File: config.mk
export PLATFORM = sky130hd
export DESIGN_NAME = sync_word_fifo_flat
export DESIGN_NICKNAME = d
export VERILOG_FILES = /design/src/rtl/sync_word_fifo_if.sv /design/src/rtl/sync_word_fifo.sv /design/src/flat_wrapper.sv
export SDC_FILE = /design/constraint.sdc
export NUM_CORES = 1
export LEC_CHECK = 0
export BUFFER_PORTS_ARGS = -buffer_cell sky130_fd_sc_hd__buf_2
export CAP_MARGIN = 20
export CELL_PAD_IN_SITES_DETAIL_PLACEMENT = 1
export CELL_PAD_IN_SITES_GLOBAL_PLACEMENT = 1
export CORE_MARGIN = 3
export CORE_UTILIZATION = 36
export CTS_CLUSTER_DIAMETER = 30
export DETAILED_ROUTE_END_ITERATION = 10
export PLACE_DENSITY = 0.61
export SLEW_MARGIN = 15
export SYNTH_ARGS = -nofsm -noshare
export SYNTH_HDL_FRONTEND = slang
export SYNTH_SLANG_ARGS = --single-unit
File: constraint.sdc
create_clock -name clk -period 2.7 [get_ports clk]
set_clock_uncertainty 0.2 [all_clocks]
set_input_delay 0.54 -clock clk [delete_from_list [all_inputs] [get_ports clk]]
set_output_delay 0.54 -clock clk [all_outputs]
set_load 0.01 [all_outputs]
File: src/rtl/sync_word_fifo_if.sv
// sync_word_fifo_if -- handshake bundle for sync_word_fifo.
//
// Signals:
//   wr_en, wr_data        write request and the word to store
//   rd_en                 read request
//   rd_data, rd_valid     registered read word and its one-cycle strobe
//   full, empty, words    occupancy status
//   overflow, underflow   sticky error flags (only with SYNC_WORD_FIFO_ERR_FLAGS_EN)
//
// Modports: master = requester side, slave = FIFO side.
interface sync_word_fifo_if #(
  parameter int DATA_W  = 8,
  parameter int COUNT_W = 4
);
  logic              wr_en;
  logic [DATA_W-1:0] wr_data;
  logic              rd_en;
  logic [DATA_W-1:0] rd_data;
  logic              rd_valid;
  logic              full;
  logic              empty;
  logic [COUNT_W-1:0] words;
`ifdef SYNC_WORD_FIFO_ERR_FLAGS_EN
  logic              overflow;
  logic              underflow;

  modport master (output wr_en, wr_data, rd_en,
                  input  rd_data, rd_valid, full, empty, words, overflow, underflow);
  modport slave  (input  wr_en, wr_data, rd_en,
                  output rd_data, rd_valid, full, empty, words, overflow, underflow);
`else
  modport master (output wr_en, wr_data, rd_en,
                  input  rd_data, rd_valid, full, empty, words);
  modport slave  (input  wr_en, wr_data, rd_en,
                  output rd_data, rd_valid, full, empty, words);
`endif
endinterface

File: src/rtl/sync_word_fifo.sv
// sync_word_fifo -- single-clock word FIFO with registered read data.
//
// Ports:
//   clk   rising-edge clock
//   rst   asynchronous active-high reset
//   bus   sync_word_fifo_if.slave (write/read requests, read data, status)
//
// Parameters: DATA_W (word width), DEPTH (entries, power of two >= 2,
// <= 2**COUNT_W-1), COUNT_W (width of words). The interface instance must be
// built with the same DATA_W/COUNT_W.
//
// Optional feature: define SYNC_WORD_FIFO_ERR_FLAGS_EN to add the sticky
// overflow/underflow outputs on the interface.
module sync_word_fifo #(
  parameter int DATA_W  = 8,
  parameter int DEPTH   = 8,
  parameter int COUNT_W = 4
) (
  input  logic            clk,
  input  logic            rst,
  sync_word_fifo_if.slave bus
);
  localparam int ADDR_W = (DEPTH > 1) ? $clog2(DEPTH) : 1;
  localparam logic [COUNT_W-1:0] DEPTH_CNT = COUNT_W'(DEPTH);

  logic [DATA_W-1:0]  mem_q [DEPTH];
  logic [ADDR_W-1:0]  wr_ptr_q, wr_ptr_d;
  logic [ADDR_W-1:0]  rd_ptr_q, rd_ptr_d;
  logic [COUNT_W-1:0] words_q, words_d;
  logic [DATA_W-1:0]  rd_data_q, rd_data_d;
  logic               rd_valid_q, rd_valid_d;

  logic full, empty, wr_acc, rd_acc;

  // Status comes purely from the registered count, so there is no
  // combinational path from the request inputs to full/empty/words.
  assign full   = (words_q == DEPTH_CNT);
  assign empty  = (words_q == '0);
  assign wr_acc = bus.wr_en && !full;
  assign rd_acc = bus.rd_en && !empty;

  // DEPTH is a power of two, so natural pointer overflow is the modulo wrap.
  always_comb begin
    wr_ptr_d   = wr_ptr_q;
    rd_ptr_d   = rd_ptr_q;
    words_d    = words_q;
    rd_data_d  = rd_data_q;
    rd_valid_d = 1'b0;
    if (wr_acc) wr_ptr_d = wr_ptr_q + ADDR_W'(1);
    if (rd_acc) begin
      rd_ptr_d   = rd_ptr_q + ADDR_W'(1);
      rd_data_d  = mem_q[rd_ptr_q];
      rd_valid_d = 1'b1;
    end
    case ({wr_acc, rd_acc})
      2'b10:   words_d = words_q + COUNT_W'(1);
      2'b01:   words_d = words_q - COUNT_W'(1);
      default: words_d = words_q;
    endcase
  end

  always_ff @(posedge clk or posedge rst) begin
    if (rst) begin
      wr_ptr_q   <= '0;
      rd_ptr_q   <= '0;
      words_q    <= '0;
      rd_data_q  <= '0;
      rd_valid_q <= 1'b0;
    end else begin
      wr_ptr_q   <= wr_ptr_d;
      rd_ptr_q   <= rd_ptr_d;
      words_q    <= words_d;
      rd_data_q  <= rd_data_d;
      rd_valid_q <= rd_valid_d;
    end
  end

  // Storage is deliberately not reset; entries are only read after a write.
  always_ff @(posedge clk) begin
    if (wr_acc) mem_q[wr_ptr_q] <= bus.wr_data;
  end

  assign bus.rd_data  = rd_data_q;
  assign bus.rd_valid = rd_valid_q;
  assign bus.full     = full;
  assign bus.empty    = empty;
  assign bus.words    = words_q;

`ifdef SYNC_WORD_FIFO_ERR_FLAGS_EN
  logic overflow_q, overflow_d;
  logic underflow_q, underflow_d;

  // Any write request while full counts, including the both-requested case
  // where the read is still accepted.
  always_comb begin
    overflow_d  = overflow_q  || (bus.wr_en && full);
    underflow_d = underflow_q || (bus.rd_en && empty);
  end

  always_ff @(posedge clk or posedge rst) begin
    if (rst) begin
      overflow_q  <= 1'b0;
      underflow_q <= 1'b0;
    end else begin
      overflow_q  <= overflow_d;
      underflow_q <= underflow_d;
    end
  end

  assign bus.overflow  = overflow_q;
  assign bus.underflow = underflow_q;
`endif
endmodule

File: src/flat_wrapper.sv
// flat-port wrapper written by rule: the top's interface ports become plain ports
module sync_word_fifo_flat 
#(
  parameter int DATA_W  = 8,
  parameter int DEPTH   = 8,
  parameter int COUNT_W = 4
)
  (clk, rst, bus_wr_en, bus_wr_data, bus_rd_en, bus_rd_data, bus_rd_valid, bus_full, bus_empty, bus_words);
  sync_word_fifo_if #(.DATA_W(DATA_W), .COUNT_W(COUNT_W)) bus_i ();
  input  logic clk;
  input  logic rst;
  input wire logic [$bits(bus_i.wr_en)-1:0] bus_wr_en;
  input wire logic [$bits(bus_i.wr_data)-1:0] bus_wr_data;
  input wire logic [$bits(bus_i.rd_en)-1:0] bus_rd_en;
  output wire logic [$bits(bus_i.rd_data)-1:0] bus_rd_data;
  output wire logic [$bits(bus_i.rd_valid)-1:0] bus_rd_valid;
  output wire logic [$bits(bus_i.full)-1:0] bus_full;
  output wire logic [$bits(bus_i.empty)-1:0] bus_empty;
  output wire logic [$bits(bus_i.words)-1:0] bus_words;
  assign bus_i.wr_en = bus_wr_en;
  assign bus_i.wr_data = bus_wr_data;
  assign bus_i.rd_en = bus_rd_en;
  assign bus_rd_data = bus_i.rd_data;
  assign bus_rd_valid = bus_i.rd_valid;
  assign bus_full = bus_i.full;
  assign bus_empty = bus_i.empty;
  assign bus_words = bus_i.words;
  sync_word_fifo #(.DATA_W(DATA_W), .DEPTH(DEPTH), .COUNT_W(COUNT_W)) u_core (.clk(clk), .rst(rst), .bus(bus_i));
endmodule
# [Word level (Yosys, flattened, before mapping)]
# Memories as Yosys holds them, arrays and structs flattened. A register that Yosys moved wholly into a read port is not among the register bits.
# Index checks and enable logic that the tools add are counted.
[op_classes] addsub=4 eq_ne=3 n_mux=4 n_reduce_logical=6
[ops] op="4-bit case mux with 2 select lines" count=1
[ops] op="3-bit by 1-bit adder with 3-bit output, second input constant" count=2
[ops] op="4-bit by 1-bit adder with 4-bit output, second input constant" count=1
[ops] op="4-bit equality test, second input constant" count=1
[ops] op="4-bit zero test" count=1
[ops] op="4-bit by 1-bit subtractor with 4-bit output, second input constant" count=1
[ops] op="1-bit two-way mux" count=3
[ops] op="2-bit by 1-bit equality test with 1-bit output, second input constant" count=1
[ops] op="2-bit equality test, second input constant" count=1
[ops] op="1-bit logical AND" count=2
[ops] op="1-bit zero test" count=2
[ops] op="2-bit nonzero test" count=1
[word_totals] reg_bits=11 ram_bits=64 in_bits=12 out_inout_bits=15 word_cells=22 n_memories=1
[memory_table] name="u_core.mem_q" depth=8 word_bits=8 rd=1 rd_ports_with_merged_regs=1 write_ports=1 line="sync_word_fifo.sv:26" text="logic [DATA_W-1:0] mem_q [DEPTH];"

# [Longest topological paths before layout]
[logic_depth] ltp_word=5 mapped_depth=10 ltp_nobuf=9

# [Worst setup path before layout]
# No wires, ideal clock.
[synth_timing] path_kind="reg2reg" start="register u_core.words_q[0], in the netlist u_core.bus.words[0]" end="register u_core.words_q[3], in the netlist u_core.bus.words[3]" setup_time_ns=0.126 t_arrival_ns=2.469 required_time_ns=2.374 path_slack_ns=-0.095 path_stages_with_launch=10 n_path_buf=1 synth_period_minus_slack_ns=2.795 cell_sequence="dfrtp_1 > buf_6 > o41ai_4 > inv_2 > ha_1 > ha_1 > a21o_2 > a2111oi_0 > nand4b_1 > nand3_1"
[synth_via] elab_chain_cells=5 elab_cells_between_ends=12 classes_between="add/sub (2); eq/ne (3); mux (1); reduce/logical (6)"
[synth_rtl] element="from (decl)" line="sync_word_fifo.sv:29" text="logic [COUNT_W-1:0] words_q, words_d;"
[synth_rtl] element="from (signal assigned)" line="sync_word_fifo.sv:72" text="words_q <= words_d;"
[synth_rtl] element="4-bit zero test *" line="sync_word_fifo.sv:38" text="assign empty = (words_q == '0);"
[synth_rtl] element="1-bit zero test *" line="sync_word_fifo.sv:40" text="assign rd_acc = bus.rd_en && !empty;"
[synth_rtl] element="1-bit logical AND *" line="sync_word_fifo.sv:40"
[synth_rtl] element="named net u_core.rd_acc" line="sync_word_fifo.sv:33" text="logic full, empty, wr_acc, rd_acc;"
[synth_rtl] element="2-bit by 1-bit equality test with 1-bit output or 2-bit equality test (tied branches)" line="sync_word_fifo.sv:55" text="case ({wr_acc, rd_acc})"
[synth_rtl] element="4-bit case mux with 2 select lines or 2-bit nonzero test (tied branches)"
# Mark *: on every way through the listed nets, which the timed path passes. The rest lies on a longest branch.
# A chain may end at the register's enable or synchronous reset.

# [Worst setup path after layout]
[layout_timing] start="register u_core.words_q[3], in the netlist u_core.bus.words[3]" end="register u_core.words_q[3], in the netlist u_core.bus.words[3]"
# Same word-level chain as after synthesis.

==> results.ini <==
[finish]
postLayoutCellArea_mm2=0.003955
fin_nets=280
final_common_cell=edfxtp_1
multi_input_area_um2=933.4
final_cell_mix=64 x edfxtp_1, 26 x buf_2, 24 x nand2_1, 17 x mux2i_1, 17 x dfrtp_1
drive_above_1_share=0.2996
final_util=0.4406
fillers=917
area_growth_pct=15.41
diodes=0
ff_latch_area_mm2=0.002400

[route]
vias=1903
vias_per_cell=4.842
wire_per_inst_um=16.72
drc=0
wl_mm=6.570
dr.first_iter.drc_count=66
dr.pass1.iters=4
ant_nets=0

[floorplan]
die_w_um=103.6
rows=34
core_area_mm2=0.008976
io_pins=27
dieHeight_um=103.6
dieArea_mm2=0.01073
floorplan.initialDensity=0.3818

[worst_setup_path]
cp_max_fo=6
cp.arrival_ns=2.62
crit_chain=o41ai_4 > inv_2 > ha_2 > ha_1 > a21o_2 > a2111oi_2 > nand4b_1 > nand3_1
worst_setup_path_start_kind=flop
path_class=reg2reg
end_kind=flop
critPathRequiredTime_ns=2.74
path_buf_inv=1
critPathTopFamily=compound AO/OA/AOI/OAI gates
cpMaxStageDelayCell=dfrtp_2
max_stage_delay_ns=0.47

[run]
maxCapViolations=0

[synthesis]
ys_seq_elements=83
synthArstFlopShare=0.2289
yosys_warnings=0
syn_area_per_cell_um2=15.65
synth_cell_types=35
syn-num-nets=237
synth_edf_count=64
yosysSeqAreaShare=0.6995
synth-main-ff-cell=edfxtp_1
syn_area_mm2=0.003427
syn-instance-count=219

[global_route]
grtUsageTotal=0.1276
grt_pass1_vias=1988
grt_pass1_wl_mm=10.56
antenna_found_initial=0
grt-ovfl-total=0
grt_max_degree=24

[clock_network]
cts-root-buf=clkbuf_8
ctsHoldBuffers=0
clock_latency_ns=0.35
path_clk_slew_ns=0.09
cts_tree=done
cts_sinks=83
cts_buffers=9
clock_path_buffers=2
htree_levels=3

[placed_design]
io_buffers=26
dp_slack_ns=0.07962
placedInstanceArea_mm2=0.003729
hpwl_mm=4.502
globalplace.congestion=0.7237

[sta]
fin_crit_sh=0.9558
final_max_slew_viol_count=0
setup_tns_ns=0
finalWorstSetupSlack_ns=0.1194
slew_headroom=0.5144
worst_pin_slew_ns=0.7276
min_period_ns=2.581
whs_ns=0.09785
setup_viol=0
finalHoldViolCount=0
rsz0062_at_grt=false
max_freq_ghz=0.3875

[pwr]
power_density_mw_per_mm2=1058
swShare=0.3417
leakagePower_nw=1.497
p_comb_frac=0.343
p_int_mw=2.755
p_sw_mw=1.430
clkPwrFrac=0.215
ir_drop_mv=0.3072
p_seq_frac=0.442

[worst_hold_path]
hold_class=in2async

[run_status]
status=complete, no violations

[worst register-to-register path, delay by kind of cell, from the launching register on]
family                     cells  cell delay [ns]
AOI/OAI and AO/OA              3             0.96
DFF                            1             0.47
buffers and inverters          1             0.11
and+or+nand+nor                2             0.22
adders and majority gates      2             0.50
[synthesized netlist by cell type (2+ instances only)]
library cell,instances,area (um2)
dfrtp_1,19,475.5
buf_6,3,33.78
mux2_2,16,180.2
clkbuf_1,2,7.510
nand3_1,2,10.01
nand2b_1,4,25.02
nor3_1,4,20.02
mux2i_1,17,170.2
o22ai_1,8,50.05
nor2_1,8,30.03
ha_1,5,62.56
a221o_1,8,80.08
inv_1,5,18.77
edfxtp_1,64,1922
xnor2_1,4,35.03
o21ai_1,8,40.04
nand2_1,24,90.09
[final cells by class]
| type | instances | area share |
|---|---|---|
| clock buffer | 10 | 0.03227 |
| clock inverter | 6 | 0.01803 |
| inverter | 6 | 0.005694 |
| multi-input combinational | 121 | 0.2360 |
| sequential | 83 | 0.6068 |
| tap | 126 | 0.03986 |
| timing repair buffer | 41 | 0.06137 |
[power groups by stage]
stage / Clock (mW) / Combinational, mW / Sequential [mW]
2_1_floorplan: 0 / 1.02 / 1.88
3_3_place_gp: 0 / 1.40 / 1.86
3_5_place_dp: 0 / 1.42 / 1.88
4_1_cts: 0.932 / 1.43 / 1.85
5_1_grt: 0.972 / 1.60 / 1.89
6_report: 0.900 / 1.43 / 1.85
[path summary, 6_finish.rpt]
kind                       depth (start not counted)  slack (ns)                         startpoint                                end
setup reg to reg                                   8        0.12    u_core.bus.words[3]$_DFFE_PP0P_    u_core.bus.words[3]$_DFFE_PP0P_
max in group asynchronous                          2        1.70                                rst    u_core.bus.words[1]$_DFFE_PP0P_
setup / recovery                                   8        0.12    u_core.bus.words[3]$_DFFE_PP0P_    u_core.bus.words[3]$_DFFE_PP0P_
hold reg to reg                                    2        0.29  u_core.bus.rd_data[6]$_DFFE_PP0P_  u_core.bus.rd_data[6]$_DFFE_PP0P_
hold / removal                                     2         0.1                                rst     u_core.wr_ptr_q[0]$_DFFE_PP0P_
min in group clk                                   3        0.26                          bus_rd_en      u_core.bus.rd_valid$_DFF_PP0_
[logic make-up (layout without fill, tap and decap cells)]
family,after synthesis,after routing,synth area share
XOR/XNOR,5,5,0.01278
adder cells (fa/ha/maj),6,6,0.02410
flip-flops,83,83,0.6995
multiplexers,33,33,0.1022
AND/OR/NAND/NOR,47,47,0.06134
AO/OA/AOI/OAI,30,30,0.06791
buffers and inverters,15,63,0.03213
[state kept, by name, indices dropped and copies added, names as in the netlist]
| name | flops |
|---|---|
| u_core.mem_q | 64 |
| u_core.bus.rd_data | 8 |
| u_core.bus.words | 4 |
| u_core.rd_ptr_q | 3 |
| u_core.wr_ptr_q | 3 |
| u_core.bus.rd_valid | 1 |
[through the flow]
stage / total power [mW] / instances
5_1_grt: 4.467 / 393
4_1_cts: 4.208 / 391
3_3_place_gp: 3.258 / 375
2_1_floorplan: 2.900 / 219
3_5_place_dp: 3.297 / 375
6_report: 4.186 / 393
[routing by layer]
metal,share of wire,global-route usage,vias up
li1,-,-,909
met1,0.51,0.1759,949
met2,0.45,0.1958,39
met3,0.032,0.02799,6
met4,0.0096,0.05413,0
met5,0,0,-
[repair_timing]
| action | CTS | global route |
|---|---|---|
| hold endpoints to repair | 0 | 0 |
| buffers inserted | 0 | 2 |
| resized for setup | 0 | 4 |
| setup endpoints to repair | 0 | 1 |
Power figures use the tool's default switching activity.
